**src/rtl/uart_byte_feeder.sv**
```systemverilog
// uart_byte_feeder
// Receives 8N1 UART bytes, buffers them in a small circular FIFO and presents
// the head byte to the downstream bit-rate stage. When nothing is buffered,
// the output carries IDLE_BYTE so the modulator keeps a steady tone.
//
// Ports:
//   clk        system clock, rising edge
//   rst_n      asynchronous active-low reset
//   uart_rx    asynchronous serial input (idles high)
//   byte_done  one-cycle pulse: downstream has consumed the head byte
//   data       head byte when data_valid, else IDLE_BYTE
//   data_valid FIFO non-empty
//   fifo_full  FIFO holds DEPTH entries
//   overflow   one-cycle pulse: received byte dropped, FIFO was full
//   frame_err  one-cycle pulse: stop bit sampled low, byte discarded
module uart_byte_feeder #(
  parameter int         CLK_HZ    = 50000000,
  parameter int         BAUD      = 9600,
  parameter int         DEPTH     = 4,
  parameter logic [7:0] IDLE_BYTE = 8'hFF
) (
  input  logic       clk,
  input  logic       rst_n,
  input  logic       uart_rx,
  input  logic       byte_done,
  output logic [7:0] data,
  output logic       data_valid,
  output logic       fifo_full,
  output logic       overflow,
  output logic       frame_err
);

  localparam int CLKS_PER_BIT = CLK_HZ / BAUD;
  localparam int HALF_BIT     = CLKS_PER_BIT / 2;
  localparam int TMR_W        = $clog2(CLKS_PER_BIT);
  localparam int PTR_W        = $clog2(DEPTH);
  localparam int CNT_W        = PTR_W + 1;

  localparam logic [1:0] S_IDLE  = 2'd0;
  localparam logic [1:0] S_START = 2'd1;
  localparam logic [1:0] S_DATA  = 2'd2;
  localparam logic [1:0] S_STOP  = 2'd3;

  // Two-flop synchronizer; resets to the idle line level.
  logic rx_meta_reg, rx_sync_reg;

  always_ff @(posedge clk or negedge rst_n) begin
    if (!rst_n) begin
      rx_meta_reg <= 1'b1;
      rx_sync_reg <= 1'b1;
    end else begin
      rx_meta_reg <= uart_rx;
      rx_sync_reg <= rx_meta_reg;
    end
  end

  // Receive FSM
  logic [1:0]       state_reg, state_next;
  logic [TMR_W-1:0] tmr_reg, tmr_next;
  logic [2:0]       bit_cnt_reg, bit_cnt_next;
  logic [7:0]       shift_reg, shift_next;
  logic             push_req;
  logic             frame_err_next;

  always_comb begin
    state_next     = state_reg;
    tmr_next       = tmr_reg;
    bit_cnt_next   = bit_cnt_reg;
    shift_next     = shift_reg;
    push_req       = 1'b0;
    frame_err_next = 1'b0;
    case (state_reg)
      S_IDLE: begin
        if (!rx_sync_reg) begin
          tmr_next   = '0;
          state_next = S_START;
        end
      end
      S_START: begin
        // Half-bit wait lands later samples near the middle of each bit.
        if (tmr_reg == TMR_W'(HALF_BIT - 1)) begin
          tmr_next     = '0;
          bit_cnt_next = 3'd0;
          state_next   = rx_sync_reg ? S_IDLE : S_DATA;
        end else begin
          tmr_next = tmr_reg + 1'b1;
        end
      end
      S_DATA: begin
        if (tmr_reg == TMR_W'(CLKS_PER_BIT - 1)) begin
          tmr_next     = '0;
          shift_next   = {rx_sync_reg, shift_reg[7:1]};  // LSB arrives first
          bit_cnt_next = bit_cnt_reg + 3'd1;
          if (bit_cnt_reg == 3'd7) begin
            state_next = S_STOP;
          end
        end else begin
          tmr_next = tmr_reg + 1'b1;
        end
      end
      S_STOP: begin
        if (tmr_reg == TMR_W'(CLKS_PER_BIT - 1)) begin
          tmr_next   = '0;
          state_next = S_IDLE;
          if (rx_sync_reg) begin
            push_req = 1'b1;
          end else begin
            frame_err_next = 1'b1;
          end
        end else begin
          tmr_next = tmr_reg + 1'b1;
        end
      end
      default: state_next = S_IDLE;
    endcase
  end

  always_ff @(posedge clk or negedge rst_n) begin
    if (!rst_n) begin
      state_reg   <= S_IDLE;
      tmr_reg     <= '0;
      bit_cnt_reg <= 3'd0;
      shift_reg   <= 8'd0;
    end else begin
      state_reg   <= state_next;
      tmr_reg     <= tmr_next;
      bit_cnt_reg <= bit_cnt_next;
      shift_reg   <= shift_next;
    end
  end

  // FIFO. The push uses shift_reg directly: the stop bit is sampled after
  // the last data bit was shifted in, so the holding register is complete.
  logic [7:0]       mem [DEPTH];
  logic [PTR_W-1:0] rd_ptr_reg, wr_ptr_reg;
  logic [CNT_W-1:0] count_reg, count_next;
  logic             is_full, is_empty;
  logic             pop, push_ok, drop;
  logic             overflow_reg, frame_err_reg;

  assign is_full  = (count_reg == CNT_W'(DEPTH));
  assign is_empty = (count_reg == '0);
  assign pop      = byte_done && !is_empty;
  // A simultaneous pop frees a slot, so a full FIFO can still accept.
  assign push_ok  = push_req && (!is_full || pop);
  assign drop     = push_req && !push_ok;

  assign count_next = count_reg + CNT_W'(push_ok) - CNT_W'(pop);

  always_ff @(posedge clk or negedge rst_n) begin
    if (!rst_n) begin
      rd_ptr_reg    <= '0;
      wr_ptr_reg    <= '0;
      count_reg     <= '0;
      overflow_reg  <= 1'b0;
      frame_err_reg <= 1'b0;
    end else begin
      if (pop) begin
        rd_ptr_reg <= rd_ptr_reg + 1'b1;
      end
      if (push_ok) begin
        wr_ptr_reg <= wr_ptr_reg + 1'b1;
      end
      count_reg     <= count_next;
      overflow_reg  <= drop;
      frame_err_reg <= frame_err_next;
    end
  end

  // Storage needs no reset: stale entries are masked by count_reg.
  always_ff @(posedge clk) begin
    if (push_ok) begin
      mem[wr_ptr_reg] <= shift_reg;
    end
  end

  assign data       = is_empty ? IDLE_BYTE : mem[rd_ptr_reg];
  assign data_valid = !is_empty;
  assign fifo_full  = is_full;
  assign overflow   = overflow_reg;
  assign frame_err  = frame_err_reg;

endmodule
```
**config.mk**
```make
export PLATFORM = sky130hd
export DESIGN_NAME = uart_byte_feeder
export DESIGN_NICKNAME = d
export VERILOG_FILES = /design/src/rtl/uart_byte_feeder.sv
export SDC_FILE = /design/constraint.sdc
export NUM_CORES = 1
export LEC_CHECK = 0
export ABC_AREA = 1
export CAP_MARGIN = 10
export CORE_UTILIZATION = 44
export CTS_CLUSTER_SIZE = 40
export DETAILED_ROUTE_END_ITERATION = 8
export DONT_BUFFER_PORTS = 1
export GPL_TIMING_DRIVEN = 0
export MAX_ROUTING_LAYER = met4
export PLACE_DENSITY = 0.55
export SYNTH_ARGS = -nofsm -noshare
export SYNTH_HDL_FRONTEND = slang
export SYNTH_SLANG_ARGS = --single-unit
```
**constraint.sdc**
```tcl
create_clock -name clk -period 5.5 [get_ports clk]
set_clock_uncertainty 0.2 [all_clocks]
set_input_delay 1.1 -clock clk [delete_from_list [all_inputs] [get_ports clk]]
set_output_delay 1.1 -clock clk [all_outputs]
set_load 0.02 [all_outputs]
```
**Yosys cells after proc, flatten, opt, wreduce, memory -nomap -nowiden**

Memory sizes are Yosys's and may differ from the RTL's.
Index checks and enable logic that the tools add are counted.

- Register bits after elaboration: 37
- Bits in writable memories: 32
- Input port bits: 4
- Output and inout port bits: 12
- Memories: 1

- Add/subtract/negate cells: 6
- Eq/ne operators: 12
- Mux-type cells: 23
- Reduce and logical (&&, ||, !) cells: 14

Memories:

| memory | words | width | read ports | clocked after memory_dff | write ports | RTL line | text |
|---|---|---|---|---|---|---|---|
| mem | 4 | 8 | 1 | 0 | 1 | 134 | `logic [7:0] mem [DEPTH];` |

Operators by type and width:

| cell | count |
|---|---|
| two-way mux 13 bit | 3 |
| case mux 13 bit (3 select lines) | 1 |
| adder 13 x 1 -> 13 bit, second input constant | 1 |
| == test 13 x 12 -> 1 bit, second input constant | 1 |
| == test 13 bit, second input constant | 1 |
| two-way mux 2 bit | 6 |
| inequality test 2 bit, second input constant | 5 |
| two-way mux 1 bit | 8 |
| two-way mux 8 bit | 1 |
| case mux 2 bit (4 select lines) | 1 |
| == test 3 bit, second input constant | 2 |
| two-way mux 3 bit | 2 |
| case mux 3 bit (2 select lines) | 1 |
| AND reduction 5 bit | 1 |
| adder 2 x 1 -> 2 bit, second input constant | 2 |
| == test 2 bit, second input constant | 2 |
| adder 3 x 1 -> 3 bit | 1 |
| adder 3 x 1 -> 3 bit, second input constant | 1 |
| logical AND 1 bit | 3 |
| zero test 1 bit | 3 |
| zero test 3 bit | 1 |
| AND reduction 3 bit | 1 |
| subtractor 3 x 1 -> 3 bit | 1 |
| == test 2 x 1 -> 1 bit, second input constant | 1 |
| 5 further kinds | 5 |

**Longest topological paths before layout**

Gate-level depths: netlist of the first run.

- Depth in word-level cells: 7
- Depth in mapped cells: 13
- Mapped depth without buffers: 13

**Least setup slack after synthesis of the first run**

Ideal clock, no wire load.

- Kind: reg-to-output
- From: register rd_ptr_reg[0]
- To: output data[0]
- Arrival: 1707 ps
- Data required time: 4200 ps
- Path slack: 2493 ps
- Stages on the path, launching flop included: 6
- Buffers on the path: 2
- Cell sequence: dfrtp_1 -> buf_2 -> inv_1 -> buf_2 -> nor2_1 -> o311ai_0

- Longest elaborated chain between the ends: 2

RTL lines:

| item | RTL line | text |
|---|---|---|
| start: declaration | 135 | `logic [PTR_W-1:0] rd_ptr_reg, wr_ptr_reg;` |
| start signal: assignment | 159 | `rd_ptr_reg <= rd_ptr_reg + 1'b1;` |
| memory read (4 x 8 bit) | n/a |  |
| two-way mux 8 bit | 177 | `assign data = is_empty ? IDLE_BYTE : mem[rd_ptr_reg];` |
| end: declaration | 26 | `output logic [7:0] data,` |

No other way between the ends.

**Worst setup path in the final report of the first run**

- From: register rd_ptr_reg[0]
- To: output data[1]

The elaborated chain is that of the path after synthesis.

==> impl_metrics.toml, run 1 <==
[route]
wire_per_inst_um = 14.0
postRouteAntennaNets = 0
totalWireLength_um = 6050
firstDrtPassIters = 4
viasPerCell = 4.92
drt-initial-drc-count = 78
drc = 0
via_count = 2130

[clocking]
cts_setup_buffers = 0
cts.sinks = 69
clock_latency_ns = 0.34
clock_tree.root_cell = "clkbuf_8"
clk_pin_slew_ns = 0.08
post_cts_resized = 0
cts_hold_buf = 0
htree_levels = 3
numCtsBuffers = 9
cts_tree = "built"
cts.path.max_buffers = 2

[sta]
min_period_ns = 3.84
hold_viol_final = 0
rsz0062_at_grt = "no"
maxSlewHeadroom = 0.130
drv_slew = 0
tightestPinTransition_ns = 1.29
fin_ws_ns = 1.66
fin_tns_setup_ns = 0
fin_crit_sh = 0.698
final-setup-viol-count = 0
max_freq_mhz = 260

[synthesis]
synth_top_area_share = 0.303
async_flop_share = 0.536
post_synth_num_cell_types = 30
avgSynthCellArea_um2 = 9.87
yosys_warnings = 0
yosysTopAreaCell = "edfxtp_1"
synth-seq-cells = 69
synth_edf_count = 32
post-synth-top-count-cell = "nand2_1"
synth_cells = 321
synth_top_cells_by_count = "nand2_1 (68), nor2_1 (52), dfrtp_1 (35), edfxtp_1 (32), inv_1 (25)"
synth.area.top_cells = "edfxtp_1 (30%), dfrtp_1 (28%), nand2_1 (8.1%), nor2_1 (6.2%), o21ai_0 (3.5%)"
syn-num-nets = 334
synth-main-ff-cell = "dfrtp_1"
synth_seq_area_share = 0.597
synthesis.area_mm2 = 0.00317

[place]
gp_congestion = 0.753
pre_cts_slack_ns = 2.05
dpl.hpwl_um = 4010
numPortBuffers = 0

[global_route]
grt-ovfl-total = 0
grt_pass1_wl_um = 10300
track_usage = 0.192
antenna_found_initial = 0
grt_pass1_vias = 2102
grt_max_degree = 38

[finish]
final_nets = 345
drive_above_1_share = 0.125
syn2layout_area_growth_pct = 10.8
multiInputGateArea_mm2 = 0.00112
fillerInstances = 657
antenna_cells = 0
largest_register_ff_count = 32
regArea_mm2 = 0.00189

[run]
drv_cap = 0

[critical_path]
crit_type = "flop to output port"
crit_path_max_fanout = 10
cp.arrival_ns = 2.54
cp-start-kind = "flop"
cp.required_ns = 4.20
r2r_cells = 9
rrSetupSlack_ns = 2.86
critPathCaptureType = "output port"

[floorplanning]
core_mm2 = 0.00687
ios = 16
die_x_um = 86.8
dieArea_mm2 = 0.00754
rows = 30
initial_core_util = 0.461
chipHeight_um = 86.8

[worst_hold_path]
holdPathStages = 0
hold_path_class = "flop to flop"

[status]
outcome = "complete, no violations"

[power]
p_per_area_mw_per_mm2 = 383
peakVddDrop_mv = 0.155
power_leakage_nw = 1.64
[cell usage in the layout, fill, tap and decap left out]
cell | synthesis | final
nand2_1 | 68 | 68
nor2_1 | 52 | 52
dfrtp_1 | 35 | 35
edfxtp_1 | 32 | 32
inv_1 | 25 | 25
o21ai_0 | 22 | 22
nand3_1 | 13 | 13
clkbuf_8 | 0 | 9
o311ai_0 | 8 | 8
xor2_1 | 8 | 8
ha_1 | 8 | 8
inv_2 | 7 | 7
o22ai_1 | 6 | 6
nor3_1 | 5 | 5
buf_2 | 4 | 4
nor2_2 | 4 | 4
a21oi_1 | 3 | 3
nand4_1 | 3 | 3
nand2_2 | 2 | 2
clkinv_2 | 1 | 2
nand2_4 | 2 | 2
xnor2_1 | 2 | 2
o21ai_1 | 2 | 2
clkinv_4 | 0 | 2
bufinv_16 | 0 | 2
dfstp_2 | 2 | 2
clkbuf_1 | 1 | 1
clkinv_1 | 1 | 1
nand3_4 | 1 | 1
nor2_8 | 1 | 1
nor3_2 | 1 | 1
buf_4 | 1 | 1
fa_1 | 1 | 1
inv_6 | 0 | 1
clkinvlp_4 | 0 | 1
[final timing paths]
kind,startpoint,end
max,rd_ptr_reg[0]$_DFFE_PN0P_,data[1]
min,rx_meta_reg$_DFF_PN1_,rx_sync_reg$_DFF_PN1_
max reg2reg,tmr_reg[0]$_DFFE_PN0P_,mem[0][4]$_DFFE_PP_
min reg2reg,rx_meta_reg$_DFF_PN1_,rx_sync_reg$_DFF_PN1_
max in group asynchronous,rst_n,rx_meta_reg$_DFF_PN1_
min in group asynchronous,rst_n,shift_reg[5]$_DFFE_PN0P_
[area by class of cell]
type	count	area share
flip-flops and latches	69	0.538
multi-input cells	212	0.318
well taps	96	0.0342
clock buffers	9	0.0353
plain buffers	6	0.00891
clock inverters	7	0.0282
inverters	34	0.0367
[worst max-delay path: stages (launching register included)]
cell      delay [ns]
dfrtp_1         0.36
buf_2           0.19
inv_1           0.24
buf_2           0.31
nor2_1          0.06
o311ai_0        1.04
[where the power goes]
group | total, mW | switching, mW | internal, mW
sequential | 0.581 | 0.0233 | 0.558
clock | 0.458 | 0.201 | 0.257
combinational | 0.306 | 0.226 | 0.0795
total | 1.35 | 0.450 | 0.895
[cell families (layout without fill, tap and decap cells)]
logic type / count (synthesis) / in the layout / synth area share
buffers and inverters: 40 / 56 / 0.0506
XOR/XNOR: 10 / 10 / 0.0277
flip-flops: 69 / 69 / 0.597
adder cells (fa/ha/maj): 9 / 9 / 0.0379
AND/OR/NAND/NOR: 152 / 152 / 0.211
AO/OA/AOI/OAI: 41 / 41 / 0.0767
[through the flow]
stage	power [mW]	utilization	cells	hold WS [ns]	cell area, um^2
2_1_floorplan	0.833	-	321	0.145	3170
3_3_place_gp	0.894	0.479	417	0.146	3290
3_5_place_dp	0.904	0.479	417	0.148	3290
4_1_cts	1.36	0.511	433	0.160	3510
5_1_grt	1.43	0.511	433	0.166	3510
6_report	1.35	0.511	433	0.158	3510
[layer usage]
metal  up-vias  global-route usage  wire length [um]
li1       1091                   -                 -
met1      1009               0.227              2880
met2        21               0.316              2940
met3         9              0.0486               142
met4         0              0.0727                85
met5         -                   -                 0
No activity file was read; power rests on OpenSTA's default activity.
==> run 2: changes to the inputs <==
- PLACE_DENSITY: 0.55 -> 0.57
- clock period: 5.5 -> 3.3 ns (I/O delays scaled with it)
==> impl_metrics.toml, run 2 (same netlist as run 1, synthesis figures left out) <==
[status]
outcome = "complete, no violations"

[route]
postRouteAntennaNets = 0
viasPerCell = 4.91
drt-initial-drc-count = 123
totalWireLength_um = 5990
via_count = 2138
firstDrtPassIters = 5
wire_per_inst_um = 13.8
drc = 0

[floorplanning]
rows = 30
initial_core_util = 0.461
die_x_um = 86.8
chipHeight_um = 86.8
core_mm2 = 0.00687
ios = 16
dieArea_mm2 = 0.00754

[finish]
final_cell_mix = "nand2_1 (68), nor2_1 (52), dfrtp_1 (35)"
drive_above_1_share = 0.127
largest_register_ff_count = 32
final_common_cell = "nand2_1"
final_nets = 347
antenna_cells = 0
finalNonFillerCells = 435
syn2layout_area_growth_pct = 11.3

[power]
total_power_mw = 2.23
power_leakage_nw = 1.64
peakVddDrop_mv = 0.202
p_per_area_mw_per_mm2 = 633

[worst_hold_path]
hold_path_class = "primary input to flop"

[clocking]
htree_levels = 3
numCtsBuffers = 9
cts_tree = "built"
cts.path.max_buffers = 2
clock_latency_ns = 0.34
clock_tree.root_cell = "clkbuf_8"
cts_setup_buffers = 0
cts.sinks = 69
clk_pin_slew_ns = 0.08

[sta]
hold_ws_ns = 0.103
fin_tns_setup_ns = 0
fin_crit_sh = 0.920
tightestPinTransition_ns = 0.838
max_freq_mhz = 329
min_period_ns = 3.04
maxSlewHeadroom = 0.432
rsz0062_at_grt = "no"
final-setup-viol-count = 0
drv_slew = 0
hold_viol_final = 0

[global_route]
grt_pass1_wl_um = 10000
antenna_found_initial = 0
grt-ovfl-total = 0
track_usage = 0.188
grt_pass1_vias = 2009
grt_max_degree = 38

[critical_path]
cp.required_ns = 2.44
cp-start-kind = "flop"
crit_type = "flop to output port"
cp.arrival_ns = 2.18
critPathCaptureType = "output port"
crit_path_max_fanout = 10

[place]
dpl.hpwl_um = 3910
numPortBuffers = 0
dpl.cell_count = 417
gp_congestion = 0.772

[run]
drv_cap = 0
run 2: cell count changes in the layout (fill, tap and decap cells not counted):
cell / delta
dlygate4sd3_1: +1
bufinv_16: -1
buf_12: +1
o311ai_0: -8
inv_6: +1
o311ai_1: +8
clkinv_2: -1
clkinv_4: -1
inv_8: +1
clkinvlp_4: +1
run 2: per-layer routing:
| layer | track usage | wire [um] |
|---|---|---|
| met1 | 0.231 | 2870 |
| met2 | 0.301 | 2900 |
| met3 | 0.0495 | 189 |
| met4 | 0.0636 | 38 |
| met5 | - | 0 |
run 2: worst paths after layout:
kind | depth (start not counted) | from | slack (ns) | endpoint
hold / removal | 0 | uart_rx | 0.10 | rx_meta_reg$_DFF_PN1_
min in group asynchronous | 2 | rst_n | 0.56 | tmr_reg[11]$_DFFE_PN0P_
max in group asynchronous | 2 | rst_n | 2.08 | rx_sync_reg$_DFF_PN1_
hold reg to reg | 0 | rx_meta_reg$_DFF_PN1_ | 0.16 | rx_sync_reg$_DFF_PN1_
setup reg to reg | 9 | tmr_reg[0]$_DFFE_PN0P_ | 0.67 | mem[0][1]$_DFFE_PP_
setup / recovery | 5 | rd_ptr_reg[0]$_DFFE_PN0P_ | 0.26 | data[3]
run 2: layout make-up:
class	count	area (um^2)
sequential	69	1890
timing repair buffer	2	30.0
inverter	34	129
buffer	6	31.3
clock buffer	9	124
fill	641	3350
tap	96	120
clock inverter	7	82.6
multi-input combinational	212	1120
run 2: where the power goes:
group          switching, mW  leakage [nW]  internal, mW  total, mW
Sequential            0.0390         0.856         0.929      0.968
Clock                  0.362        0.0984         0.361      0.722
Combinational          0.392         0.690         0.147      0.539
run 2: critical path, stage by stage, from the launching register on:
cell and delay [ns]:
dfrtp_1 0.36, buf_2 0.19, inv_1 0.22, buf_2 0.29, nor2_1 0.06, o311ai_1 0.70
run 2: through the flow:
stage | instance area (um^2) | setup slack (ns) | utilization
2_1_floorplan | 3170 | 0.733 | -
3_3_place_gp | 3290 | 0.341 | 0.479
3_5_place_dp | 3290 | 0.321 | 0.479
4_1_cts | 3520 | 0.0234 | 0.513
5_1_grt | 3520 | 0.0996 | 0.513
6_report | 3520 | 0.264 | 0.513
run 2: what timing repair did:
item / 4_1_cts / 5_1_grt
gates resized for setup: 2 / 6
setup endpoints to repair: 2 / 6
hold buffers: 2 / 0
pin swaps: 0 / 0
hold endpoints to repair: 37 / 0
==> run 3: changes to the inputs <==
- PLACE_DENSITY: 0.57 -> 0.55
- clock period: 3.3 -> 3.4 ns (I/O delays scaled with it)
==> impl_metrics.toml, run 3 (same netlist as run 1, synthesis figures left out) <==
[status]
outcome = "complete, no violations"

[critical_path]
rr_startpoint = "tmr_reg[0]$_DFFE_PN0P_"
r2r_cells = 9
rrSetupSlack_ns = 0.77
cp.required_ns = 2.52
crit_path_max_fanout = 10
endpoint = "data[5]"
critPathCaptureType = "output port"
reg2reg_to = "mem[0][4]$_DFFE_PP_"
cp.arrival_ns = 2.40
crit_type = "flop to output port"
startpoint = "rd_ptr_reg[0]$_DFFE_PN0P_"
cp-start-kind = "flop"

[clocking]
htree_levels = 3
cts.path.max_buffers = 2
clock_tree.root_cell = "clkbuf_8"
clk_pin_slew_ns = 0.08
numCtsBuffers = 9
cts_tree = "built"
cts_setup_buffers = 0
clock_latency_ns = 0.34
cts.sinks = 69

[floorplanning]
initial_core_util = 0.461
dieArea_mm2 = 0.00754
ios = 16
die_x_um = 86.8
rows = 30
chipHeight_um = 86.8
core_mm2 = 0.00687

[power]
total_power_mw = 2.20
p_per_area_mw_per_mm2 = 622
peakVddDrop_mv = 0.251
power_leakage_nw = 1.65

[place]
gp_congestion = 0.753
place_area_mm2 = 0.00329
numPortBuffers = 0
dpl.hpwl_um = 4010

[global_route]
met1_usage = 0.234
grt_max_degree = 38
grt_pass1_wl_um = 10400
grtUsageMet2 = 0.309
met3_usage = 0.0486
antenna_found_initial = 0
track_usage = 0.192
grt-ovfl-total = 0
top_usage_layer = "met2"
grt_pass1_vias = 2106

[worst_hold_path]
hold_start = "uart_rx"
holdPathStages = 0
hold_path_class = "primary input to flop"

[route]
postRouteAntennaNets = 0
totalWireLength_um = 6030
via_count = 2146
wire_per_inst_um = 13.9
viasPerCell = 4.93
firstDrtPassIters = 4
drt-initial-drc-count = 98
drc = 0

[finish]
final_cell_mix = "nand2_1 (68), nor2_1 (52), dfrtp_1 (35)"
final_common_cell = "nand2_1"
design_area_mm2 = 0.00354
final_nets = 347
fillerInstances = 650
drive_above_1_share = 0.127
syn2layout_area_growth_pct = 11.8
largest_register_ff_count = 32
antenna_cells = 0

[sta]
rsz0062_at_grt = "no"
fin_tns_setup_ns = 0
fin_crit_sh = 0.964
maxSlewHeadroom = 0.260
drv_slew = 0
min_period_ns = 3.28
max_freq_mhz = 305
final-setup-viol-count = 0
hold_viol_final = 0
tightestPinTransition_ns = 1.10

[run]
drv_cap = 0
==> run 3: timing repair <==
action,CTS,global route
gates cloned,0,0
setup endpoints to repair,1,4
endpoints found under the hold margin,37,0
hold buffers,2,0
gates resized for setup,1,4
==> run 3: through the flow <==
| step | worst slack, ns | hold slack (ns) | util | std cells |
|---|---|---|---|---|
| floorplan | 0.813 | 0.145 | - | 321 |
| global placement | 0.420 | 0.146 | 0.479 | 417 |
| detailed placement | 0.370 | 0.148 | 0.479 | 417 |
| CTS | 0.00451 | 0.103 | 0.515 | 435 |
| global route | 0.00185 | 0.0929 | 0.515 | 435 |
| finish | 0.123 | 0.122 | 0.515 | 435 |
==> run 3: cell type report <==
| cell class | count | area (um^2) | area share |
|---|---|---|---|
| multi-input cells | 212 | 1120 | 0.316 |
| plain buffers | 6 | 31.3 | 0.00884 |
| clock inverters | 7 | 98.8 | 0.0279 |
| inverters | 34 | 129 | 0.0364 |
| clock buffers | 9 | 124 | 0.0350 |
| flip-flops and latches | 69 | 1890 | 0.534 |
| well taps | 96 | 120 | 0.0339 |
| repair buffers | 2 | 30.0 | 0.00848 |
==> run 3: routing by layer <==
layer	part of all wire	vias up
li1	-	1098
met1	0.48	1017
met2	0.48	21
met3	0.023	10
met4	0.014	0
met5	0	-
==> run 3: report_power, final <==
| group | total [mW] | switching, mW | internal, mW |
|---|---|---|---|
| registers | 0.941 | 0.0390 | 0.902 |
| clock network | 0.740 | 0.324 | 0.416 |
| logic | 0.521 | 0.382 | 0.139 |
==> run 3: how the worst min path moves through the flow <==
stage,slack (ns),end
detailed placement,0.15,rx_sync_reg$_DFF_PN1_
global route,0.09,rx_meta_reg$_DFF_PN1_
CTS,0.10,rx_meta_reg$_DFF_PN1_
global placement,0.15,rx_sync_reg$_DFF_PN1_
finish,0.12,rx_meta_reg$_DFF_PN1_
floorplan,0.15,rx_sync_reg$_DFF_PN1_
==> run 3: critical path, stage by stage (launching register included) <==
cell	delay, ns
dfrtp_1	0.36
buf_2	0.19
inv_1	0.24
buf_2	0.31
nor2_1	0.06
o311ai_0	0.89
